**config.mk**
```make
export PLATFORM = sky130hd
export DESIGN_NAME = inv_srl_array_flat
export DESIGN_NICKNAME = d
export VERILOG_FILES = /design/src/rtl/inv_srl_array_if.sv /design/src/rtl/inv_srl_array.sv /design/src/flat_wrapper.sv
export SDC_FILE = /design/constraint.sdc
export NUM_CORES = 1
export LEC_CHECK = 0
export CAP_MARGIN = 20
export CORE_ASPECT_RATIO = 0.7
export CORE_MARGIN = 5
export CORE_UTILIZATION = 57
export CTS_CLUSTER_SIZE = 12
export DETAILED_ROUTE_END_ITERATION = 8
export MAX_ROUTING_LAYER = met4
export PLACE_DENSITY_LB_ADDON = 0.3
export REMOVE_ABC_BUFFERS = 1
export SYNTH_ARGS = -nofsm -noshare
export SYNTH_HDL_FRONTEND = slang
export SYNTH_SLANG_ARGS = --single-unit
```
**constraint.sdc**
```tcl
create_clock -name clk -period 2.7 [get_ports clk]
set_clock_uncertainty 0.2 [all_clocks]
set_input_delay 0.27 -clock clk [delete_from_list [all_inputs] [get_ports clk]]
set_output_delay 0.27 -clock clk [all_outputs]
set_load 0.02 [all_outputs]
```
**src/rtl/inv_srl_array_if.sv**
```systemverilog
// Port bundle for inv_srl_array: shift data/enables/flush/tap address in, tap data/valid/fill out.
// d, ce and flush carry invertible_pin attributes so inverters feeding them can be absorbed.
interface inv_srl_array_if #(
  parameter int CHANNELS = 2,
  parameter int WIDTH    = 1,
  parameter int ADDR_W   = 4
);
  (* invertible_pin = "INV_D" *)
  logic [CHANNELS*WIDTH-1:0]      d;
  (* invertible_pin = "INV_CE" *)
  logic [CHANNELS-1:0]            ce;
  (* invertible_pin = "INV_FLUSH" *)
  logic                           flush;
  logic [CHANNELS*ADDR_W-1:0]     addr;
  logic [CHANNELS*WIDTH-1:0]      q;
  logic [CHANNELS-1:0]            q_valid;
  logic [CHANNELS*(ADDR_W+1)-1:0] fill;

  modport master (output d, ce, flush, addr, input q, q_valid, fill);
  modport slave  (input d, ce, flush, addr, output q, q_valid, fill);
endinterface

```
**src/rtl/inv_srl_array.sv**
```systemverilog
// Bank of addressable shift-register delay lines with invertible d/ce/flush and per-channel fill tracking.
// Tap read is combinational (OUT_REG=0) or one registered cycle (OUT_REG=1); no backpressure, shifts on ce.
module inv_srl_array #(
  parameter int                        CHANNELS  = 2,
  parameter int                        WIDTH     = 1,
  parameter int                        DEPTH     = 16,
  parameter int                        ADDR_W    = $clog2(DEPTH),
  parameter logic [CHANNELS*WIDTH-1:0] INV_D     = '0,
  parameter logic [CHANNELS-1:0]       INV_CE    = '0,
  parameter logic                      INV_FLUSH = 1'b0,
  parameter bit                        OUT_REG   = 1'b1
) (
  input  logic            clk,
  input  logic            rst,
  inv_srl_array_if.slave  bus
);

  localparam logic [ADDR_W:0] FILL_MAX = (ADDR_W+1)'(DEPTH);
  localparam bit              POW2     = (DEPTH == (1 << ADDR_W));

  logic [CHANNELS*WIDTH-1:0] d_e;
  logic [CHANNELS-1:0]       ce_e;
  logic                      flush_e;

  assign d_e     = bus.d ^ INV_D;
  assign ce_e    = bus.ce ^ INV_CE;
  assign flush_e = bus.flush ^ INV_FLUSH;

  logic [WIDTH-1:0] stage     [CHANNELS][DEPTH];
  logic [WIDTH-1:0] stage_nxt [CHANNELS][DEPTH];
  logic [ADDR_W:0]  fill_r    [CHANNELS];
  logic [ADDR_W:0]  fill_nxt  [CHANNELS];

  // Next state is built explicitly so the registered tap can read post-edge contents.
  always_comb begin
    for (int c = 0; c < CHANNELS; c++) begin
      fill_nxt[c] = fill_r[c];
      for (int i = 0; i < DEPTH; i++) stage_nxt[c][i] = stage[c][i];
      if (flush_e) begin
        fill_nxt[c] = '0;
        for (int i = 0; i < DEPTH; i++) stage_nxt[c][i] = '0;
      end else if (ce_e[c]) begin
        stage_nxt[c][0] = d_e[c*WIDTH +: WIDTH];
        for (int i = 1; i < DEPTH; i++) stage_nxt[c][i] = stage[c][i-1];
        if (fill_r[c] != FILL_MAX) fill_nxt[c] = fill_r[c] + 1'b1;
      end
    end
  end

  always_ff @(posedge clk or posedge rst) begin
    if (rst) begin
      for (int c = 0; c < CHANNELS; c++) begin
        fill_r[c] <= '0;
        for (int i = 0; i < DEPTH; i++) stage[c][i] <= '0;
      end
    end else begin
      for (int c = 0; c < CHANNELS; c++) begin
        fill_r[c] <= fill_nxt[c];
        for (int i = 0; i < DEPTH; i++) stage[c][i] <= stage_nxt[c][i];
      end
    end
  end

  logic [CHANNELS*WIDTH-1:0]      q_all;
  logic [CHANNELS-1:0]            qv_all;
  logic [CHANNELS*(ADDR_W+1)-1:0] fill_all;

  for (genvar c = 0; c < CHANNELS; c++) begin : g_ch
    logic [ADDR_W-1:0] a;
    logic              in_rng;

    assign a = bus.addr[c*ADDR_W +: ADDR_W];
    assign fill_all[c*(ADDR_W+1) +: (ADDR_W+1)] = fill_r[c];

    // Only a non-power-of-2 depth has addresses past the last stage.
    if (POW2) begin : g_full
      assign in_rng = 1'b1;
    end else begin : g_part
      assign in_rng = ({1'b0, a} < FILL_MAX);
    end

    if (OUT_REG) begin : g_reg
      logic [WIDTH-1:0] q_r;
      logic             qv_r;

      always_ff @(posedge clk or posedge rst) begin
        if (rst) begin
          q_r  <= '0;
          qv_r <= 1'b0;
        end else begin
          q_r  <= in_rng ? stage_nxt[c][a] : '0;
          qv_r <= in_rng && (fill_nxt[c] > {1'b0, a});
        end
      end

      assign q_all[c*WIDTH +: WIDTH] = q_r;
      assign qv_all[c]               = qv_r;
    end else begin : g_comb
      assign q_all[c*WIDTH +: WIDTH] = in_rng ? stage[c][a] : '0;
      assign qv_all[c]               = in_rng && (fill_r[c] > {1'b0, a});
    end
  end

  assign bus.q       = q_all;
  assign bus.q_valid = qv_all;
  assign bus.fill    = fill_all;

endmodule
```
**src/flat_wrapper.sv**
```systemverilog
// flat-port wrapper written by rule: the top's interface ports become plain ports
module inv_srl_array_flat 
#(
  parameter int                        CHANNELS  = 2,
  parameter int                        WIDTH     = 1,
  parameter int                        DEPTH     = 16,
  parameter int                        ADDR_W    = $clog2(DEPTH),
  parameter logic [CHANNELS*WIDTH-1:0] INV_D     = '0,
  parameter logic [CHANNELS-1:0]       INV_CE    = '0,
  parameter logic                      INV_FLUSH = 1'b0,
  parameter bit                        OUT_REG   = 1'b1
)
  (clk, rst, bus_d, bus_ce, bus_flush, bus_addr, bus_q, bus_q_valid, bus_fill);
  inv_srl_array_if #(.CHANNELS(CHANNELS), .WIDTH(WIDTH), .ADDR_W(ADDR_W)) bus_i ();
  input  logic clk;
  input  logic rst;
  input wire logic [$bits(bus_i.d)-1:0] bus_d;
  input wire logic [$bits(bus_i.ce)-1:0] bus_ce;
  input wire logic [$bits(bus_i.flush)-1:0] bus_flush;
  input wire logic [$bits(bus_i.addr)-1:0] bus_addr;
  output wire logic [$bits(bus_i.q)-1:0] bus_q;
  output wire logic [$bits(bus_i.q_valid)-1:0] bus_q_valid;
  output wire logic [$bits(bus_i.fill)-1:0] bus_fill;
  assign bus_i.d = bus_d;
  assign bus_i.ce = bus_ce;
  assign bus_i.flush = bus_flush;
  assign bus_i.addr = bus_addr;
  assign bus_q = bus_i.q;
  assign bus_q_valid = bus_i.q_valid;
  assign bus_fill = bus_i.fill;
  inv_srl_array #(.CHANNELS(CHANNELS), .WIDTH(WIDTH), .DEPTH(DEPTH), .ADDR_W(ADDR_W), .INV_D(INV_D), .INV_CE(INV_CE), .INV_FLUSH(INV_FLUSH), .OUT_REG(OUT_REG)) u_core (.clk(clk), .rst(rst), .bus(bus_i));
endmodule
```
Yosys cells after proc, flatten, opt, wreduce, memory -nomap -nowiden. Index checks and enable logic that the tools add are counted.

Bits in registers: 46. Bits of input ports: 15. Output and inout bits: 14. Word-level logic and storage cells: 64.

Add/subtract/negate cells: 2. Order comparisons: 4. Equality and inequality tests: 2. Mux-type cells: 16. Bitwise logic cells: 2.

Operators by type and width (count): 16-bit 2-to-1 mux (4); 5-bit 2-to-1 mux (6); 5-bit by 1-bit adder with 5-bit output, second input constant (2); 5-bit >= comparator, second input constant (2); 5-bit by 4-bit greater-than comparator with 1-bit output (2); 5-bit inequality test, second input constant (2); 4-bit inverter with 5-bit output (2); 1-bit binary-select mux with 4-bit select (2); 1-bit 2-to-1 mux (4).

Logic depth before layout (Yosys ltp). Gate-level depths: netlist of the first run.

Word-level depth: 5. Depth in mapped cells: 13. Gate-level depth less buffers: 13.

Worst setup path before layout of the first run. No wires, ideal clock.

Path type: flip-flop to flip-flop. From: reg u_core.fill_r, in the netlist u_core.bus.fill[0]. To: reg u_core.g_ch[0].g_reg.qv_r. Setup time: 135 ps. Arrival time: 2121 ps. Required time: 2365 ps. Path slack: 244 ps. Cell stages (with the launch flop): 14. Buffers on the path: 0. Clock period less this slack: 2456 ps. Cells stage by stage: dfrtp_1 > inv_1 > ha_1 > nand2_1 > o31ai_1 > inv_1 > nand2_1 > a21oi_1 > ha_1 > nor2b_1 > o21ai_0 > nand2b_1 > a21oi_1 > o22ai_1.

RTL lines: start: declaration (line inv_srl_array.sv:31) `logic [ADDR_W:0] fill_r [CHANNELS];`; start signal: indexed assignment (line inv_srl_array.sv:58) `fill_r[c] <= fill_nxt[c];`; end signal: assignment (line inv_srl_array.sv:92) `qv_r <= in_rng && (fill_nxt[c] > {1'b0, a});`; end: declaration (line inv_srl_array.sv:84) `logic qv_r;`.

==> results of run 1 <==
-- logic make-up after synthesis --
logic type | after synthesis | synth area share, %
AOI/OAI and AO/OA | 21 | 5.190
adders and majority gates | 12 | 5.415
DFF | 46 | 41.52
and+or+nand+nor | 70 | 12.09
xor gates and xnor gates | 6 | 1.895
buffers and inverters | 34 | 6.634
muxes | 68 | 27.26
-- layer usage --
| metal | up-vias | GRT usage (%) | share of wire [%] |
|---|---|---|---|
| li1 | 951 | - | - |
| met1 | 937 | 27.54 | 52 |
| met2 | 39 | 28.50 | 43 |
| met3 | 4 | 3.407 | 3.4 |
| met4 | 0 | 6.033 | 0.82 |
| met5 | - | - | 0 |
-- cell type report --
type | count | area (µm²)
clock buffers | 5 | 68.82
clock inverters | 2 | 10.01
fillers | 357 | 1577
inverters | 14 | 52.55
multi-input cells | 177 | 1455
flip-flops and latches | 46 | 1151
well taps | 69 | 86.33
repair buffers | 37 | 355.3
-- power by group through the flow --
stage               clock network [µW]  registers (µW)  logic (µW)
floorplan                            0             737        91.3
global placement                     0             726         213
detailed placement                   0             727         217
CTS                                409             713         218
global route                       445             716         242
finish                             398             713         218
-- state kept, by name, indices dropped and copies added (netlist names) --
signal                  cells
u_core.g_ch.g_reg.q_r       2
u_core.g_ch.g_reg.qv_r      2
u_core.bus.fill            10
u_core.stage               32
-- critical path, stage by stage, from the launching register on --
cell      delay, ns
dfrtp_1        0.41
inv_1          0.10
ha_1           0.15
nand2_1        0.09
o31ai_4        0.24
inv_1          0.10
nand2_1        0.09
a21oi_2        0.06
ha_1           0.30
nor2b_1        0.13
o21ai_0        0.17
nand2b_1       0.09
a21oi_1        0.15
o22ai_1        0.09
-- synthesized netlist by cell type (2+ instances only) --
master,count
buf_1,2
buf_6,2
o22ai_1,6
o21ai_0,2
ha_1,12
nand2_1,9
and4_1,2
mux4_2,6
mux2i_1,62
nor2b_1,3
a311oi_1,2
xor2_1,4
nand4_1,4
nand3b_1,2
nor2_1,38
xnor2_1,2
or3_1,4
a21oi_1,4
clkbuf_1,5
or2_2,2
inv_1,14
dfrtp_1,46
nand2b_1,2
buf_2,5
buf_4,5
-- worst min path at each step --
stage	end	slack, ns	cells after the start
floorplan	u_core.bus.fill[4]$_DFF_PP0_	0.14	1
global placement	u_core.stage[16]$_DFF_PP0_	0.33	2
detailed placement	u_core.stage[0]$_DFF_PP0_	0.35	2
CTS	u_core.g_ch[1].g_reg.q_r$_DFF_PP0_	0.09	2
global route	u_core.stage[5]$_DFF_PP0_	0.13	2
finish	u_core.bus.fill[7]$_DFF_PP0_	0.08	2
-- stage by stage --
step | cell area (µm²) | setup WS (ns)
final | 3179 | 0.1976
after global routing | 3179 | -0.04873
after CTS | 3162 | 0.05902
after detailed placement | 3083 | 0.05801
after global placement | 3083 | 0.2359
after floorplan | 2641 | 0.2568
==> out/qor.yml, run 1 <==
status:
  status: "finished clean"
setup_path:
  r2r_end: "u_core.g_ch[0].g_reg.qv_r$_DFF_PP0_"
  reg2reg_depth: 13
  worstSetupPathType: "reg2reg"
  required_ns: 2.67
  critPathCapture: "u_core.g_ch[0].g_reg.qv_r$_DFF_PP0_"
  endpoint_kind: "flip-flop"
  crit_start: "u_core.bus.fill[0]$_DFF_PP0_"
  r2r_slack_ns: 0.20
  worstPathMaxFanout: 4
  worstPathArrival_ns: 2.47
  rr_startpoint: "u_core.bus.fill[0]$_DFF_PP0_"
  worstSetupStartpointType: "flip-flop"
logic_synthesis:
  async_flop_share_pct: 100.0
  yosysSeqAreaShare_pct: 41.52
  synth_edf_count: 0
  synthTopCellsByArea: "dfrtp_1 (42%), mux2i_1 (22%), ha_1 (5.4%), nor2_1 (5.1%), mux4_2 (4.9%)"
  netlist.top_cell.by_area: "dfrtp_1"
  ys_ff_latch: 46
  synth_area_mm2: 0.002773
  synthCells: 257
  synth_warnings: 0
  synth_cell_type_count: 37
  synth_top_area_share_pct: 41.52
  synth_ff_type: "dfrtp_1"
  syn_avg_cell_area_um2: 10.79
route:
  drtPass1Iterations: 4
  num_vias: 1931
  drtIter0Drc: 86
  finalWirelength_um: 5390
  via_per_inst: 5.517
  drc: 0
  antenna_left: 0
  wl_per_cell_um: 15.40
floorplan:
  rows: 21
  die_area_mm2: 0.006381
  die_y_um: 68.35
  io-pin-count: 29
  start_util_pct: 58.30
  die_width_um: 93.36
  core_mm2: 0.004756
power:
  intPower_uw: 976.2
  power_density_mw_per_mm2: 418.0
  p_switching_uw: 352.9
  p_clk_share_pct: 29.9
  power.total_uw: 1329
  power_frac_seq_pct: 53.7
  comb_power_share_pct: 16.4
  netSwitchingFraction_pct: 26.55
  ir_worst_vdd_mv: 0.2232
  p_leak_uw: 0.001541
final_layout:
  final_net_count: 308
  drive_gt1_share_pct: 9.964
  diodes: 0
  layout_common_cells: "mux2i_1 (62), dfrtp_1 (46), nor2_1 (38)"
  stdcell_count: 350
  fin_util_pct: 66.85
  area_growth_pct: 14.67
  final_common_cell: "mux2i_1"
job:
  maxCapViolCount: 0
sta:
  finalSetupTns_ns: 0
  hold_violations: 0
  worst_hold_slack_ns: 0.08436
  tightestPinTransition_ns: 0.4253
  drv_slew: 0
  timing.final.crit_share_pct: 92.68
  max_freq_mhz: 399.6
  setup_viol: 0
  fin_crit_ns: 2.502
  maxSlewHeadroom_pct: 71.60
clock_tree:
  postCtsSetupRepairBufs: 0
  clkTransAtPathRegs_ns: 0.08
  clockRootBuffer: "clkbuf_8"
  htree_levels: 2
  cts_buffers: 5
  clock_path_buffers: 2
  cts_hold_buf: 0
  ctsResizeCount: 0
  cts_tree: "done"
  cts_sinks: 46
  clock_latency_ns: 0.29
place:
  dpl.hpwl_um: 3881
  gp_congestion: 0.8445
  port_buffers: 28
  place_inst: 343
global_routing:
  grt_max_degree: 26
  globalRouteOverflowTotal: 0
  grt_usage_pct: 19.43
  grt_pass1_vias: 1934
  grt_pass1_wl_um: 9432
  antenna_found_initial: 0
min_path:
  hold_class: "in2async"
No activity file was read; power rests on OpenSTA's default activity.
==> inputs of run 2 (changes only) <==
--- a/config.mk
+++ b/config.mk
@@ -8,9 +8,10 @@
 export CAP_MARGIN = 20
 export CORE_ASPECT_RATIO = 0.7
 export CORE_MARGIN = 5
-export CORE_UTILIZATION = 57
+export CORE_UTILIZATION = 45
 export CTS_CLUSTER_SIZE = 12
 export DETAILED_ROUTE_END_ITERATION = 8
+export HOLD_SLACK_MARGIN = 0.06
 export MAX_ROUTING_LAYER = met4
 export PLACE_DENSITY_LB_ADDON = 0.3
 export REMOVE_ABC_BUFFERS = 1
==> run 2 against run 1 <==
- critical path depth shrank 1
- wire length increased by 0.69%
- non-clock buffer count rose by 2
- count of clock-buffer cells in the layout rose by 1
- sequential cell count unchanged
- largest cell class unchanged
- largest power group unchanged
==> out/qor.yml, run 2 (synthesized netlist as in run 1, its figures left out) <==
status:
  status: "finished clean"
clock_tree:
  clkTransAtPathRegs_ns: 0.08  # about the same
  cts_tree: "done"
  cts_hold_buf: 0  # unchanged
  cts_sinks: 46  # unchanged
  clock_path_buffers: 2  # unchanged
  htree_levels: 2  # unchanged
  clock_latency_ns: 0.29  # about the same
  clockRootBuffer: "clkbuf_8"
  cts_buffers: 5  # unchanged
sta:
  worst_hold_slack_ns: 0.1951  # +0.1107 ns
  timing.final.crit_share_pct: 91.03  # -1.7 points
  drv_slew: 0  # unchanged
  fin_crit_ns: 2.458  # -0.04459 ns
  rsz0062_at_grt: "no"
  maxSlewHeadroom_pct: 61.39  # -10 points
  finalSetupTns_ns: 0  # unchanged
  tightestPinTransition_ns: 0.5791  # +0.1537 ns
  hold_violations: 0  # unchanged
  setup_ws_ns: 0.2422  # +0.04459 ns
  max_freq_mhz: 406.9  # +1.8%
  setup_viol: 0  # unchanged
final_layout:
  final_common_cell: "mux2i_1"
  largest_reg_flops: 32  # unchanged
  final_net_count: 310  # +0.65%
  nFillCells: 521  # +46%
  area_growth_pct: 15.03
  max_flop_register: "u_core.stage"
  diodes: 0  # unchanged
  layout_common_cells: "mux2i_1 (62), dfrtp_1 (46), nor2_1 (38)"
  drive_gt1_share_pct: 9.929  # -0.035 points
setup_path:
  slowest_stage: "a311oi_1"
  required_ns: 2.67  # about the same
  worstPathMaxFanout: 4  # unchanged
  worstSetupStartpointType: "flip-flop"
  rr_startpoint: "u_core.bus.fill[0]$_DFF_PP0_"
  worstPathArrival_ns: 2.43  # -0.04 ns
  path_cells: "inv_1 > ha_1 > nand2_1 > o31ai_4 > inv_1 > a21oi_1 > a311oi_1 > ha_1 > o21ai_0 > nand2b_1 > a21oi_1 > o22ai_1"
  worstSetupPathType: "reg2reg"
  endpoint_kind: "flip-flop"
  crit_start: "u_core.bus.fill[0]$_DFF_PP0_"
  cpPeakStageDelay_ns: 0.41  # about the same
power:
  ir_worst_vdd_mv: 0.1609  # -28%
  p_leak_uw: 0.001545  # +0.28%
  power.total_uw: 1348  # +1.4%
  power_density_mw_per_mm2: 422.6  # +1.1%
min_path:
  hp-start: "bus_flush"
  hold_class: "in2reg"
global_routing:
  globalRouteOverflowTotal: 0  # unchanged
  antenna_found_initial: 0  # unchanged
  grt_max_degree: 47  # +81%
  grt_usage_pct: 14.95  # -4.5 points
  grt_pass1_wl_um: 9356  # -0.81%
  grt_pass1_vias: 1903  # -1.6%
route:
  drtPass1Iterations: 4  # unchanged
  finalWirelength_um: 5427  # +0.69%
  drc: 0  # unchanged
  num_vias: 1945  # +0.73%
  via_per_inst: 5.448  # -1.2%
  wl_per_cell_um: 15.20  # -1.3%
  drtIter0Drc: 90  # +4.7%
  antenna_left: 0  # unchanged
floorplan:
  die_y_um: 75.68  # +11%
  die_width_um: 103.8  # +11%
  core_mm2: 0.005842  # +23%
  die_area_mm2: 0.007857  # +23%
  start_util_pct: 47.46  # -11 points
  io-pin-count: 29  # unchanged
  rows: 23  # +9.5%
place:
  port_buffers: 28  # unchanged
  place_ws_ns: 0.1035  # +0.04547 ns
  gp_congestion: 0.8293  # -1.8%
  dpl.hpwl_um: 3973  # +2.4%
job:
  maxCapViolCount: 0  # unchanged
run 2: through the flow:
stage	area (µm²)	std cells	utilization, %
global route	3189	357	54.59
global placement	3093	351	52.95
floorplan	2641	237	-
CTS	3176	357	54.36
finish	3189	357	54.59
detailed placement	3093	351	52.95
run 2: what timing repair did:
| item | CTS | global route |
|---|---|---|
| setup endpoints to repair | 0 | 1 |
| hold endpoints to repair | 0 | 0 |
| gates resized for setup | 0 | 2 |
| setup buffers | 0 | 0 |
run 2: layer usage:
metal  up-vias  GRT usage, %  share of wire [%]
met1       958         21.52                 53
met5         -             -                  0
met2        29         21.26                 42
met4         0         4.598               0.70
li1        954             -                  -
met3         4         3.133                3.9
run 2: cell type report:
class,instances,area [µm²],share of cell area [%]
timing repair buffer,39,357.8,11.22
clock buffer,6,82.58,2.589
multi-input combinational,177,1451,45.51
sequential,46,1151,36.09
inverter,14,52.55,1.648
tap,75,93.84,2.942
run 2: worst paths after layout:
check	to	slack, ns	cells after the start
setup / recovery	u_core.g_ch[0].g_reg.qv_r$_DFF_PP0_	0.24	12
hold / removal	u_core.stage[31]$_DFF_PP0_	0.20	2
setup reg to reg	u_core.g_ch[0].g_reg.qv_r$_DFF_PP0_	0.24	12
hold reg to reg	u_core.stage[0]$_DFF_PP0_	0.35	2
max in group asynchronous	u_core.stage[11]$_DFF_PP0_	1.67	3
min in group asynchronous	u_core.stage[3]$_DFF_PP0_	0.24	3
run 2: critical path: cells and delay by family (launching register included):
kind,cells,cell delay (ns)
AO/OA/AOI/OAI,6,0.86
adder cells (fa/ha/maj),2,0.52
buffers and inverters,2,0.18
flip-flops,1,0.40
AND/OR/NAND/NOR,2,0.17
run 2: report_power, final:
group / internal, µW / leakage, µW / total (µW) / switching (µW)
combinational: 101 / 0.000866 / 218 / 117
clock: 198 / 0.0000431 / 417 / 219
sequential: 701 / 0.000636 / 713 / 12.0
==> inputs of run 3 (changes only) <==
--- a/config.mk
+++ b/config.mk
@@ -5,7 +5,6 @@
 export SDC_FILE = /design/constraint.sdc
 export NUM_CORES = 1
 export LEC_CHECK = 0
-export CAP_MARGIN = 20
 export CORE_ASPECT_RATIO = 0.7
 export CORE_MARGIN = 5
 export CORE_UTILIZATION = 45
==> results of run 3 <==
No change in the layout: final DEF, timing and power equal those of run 2.
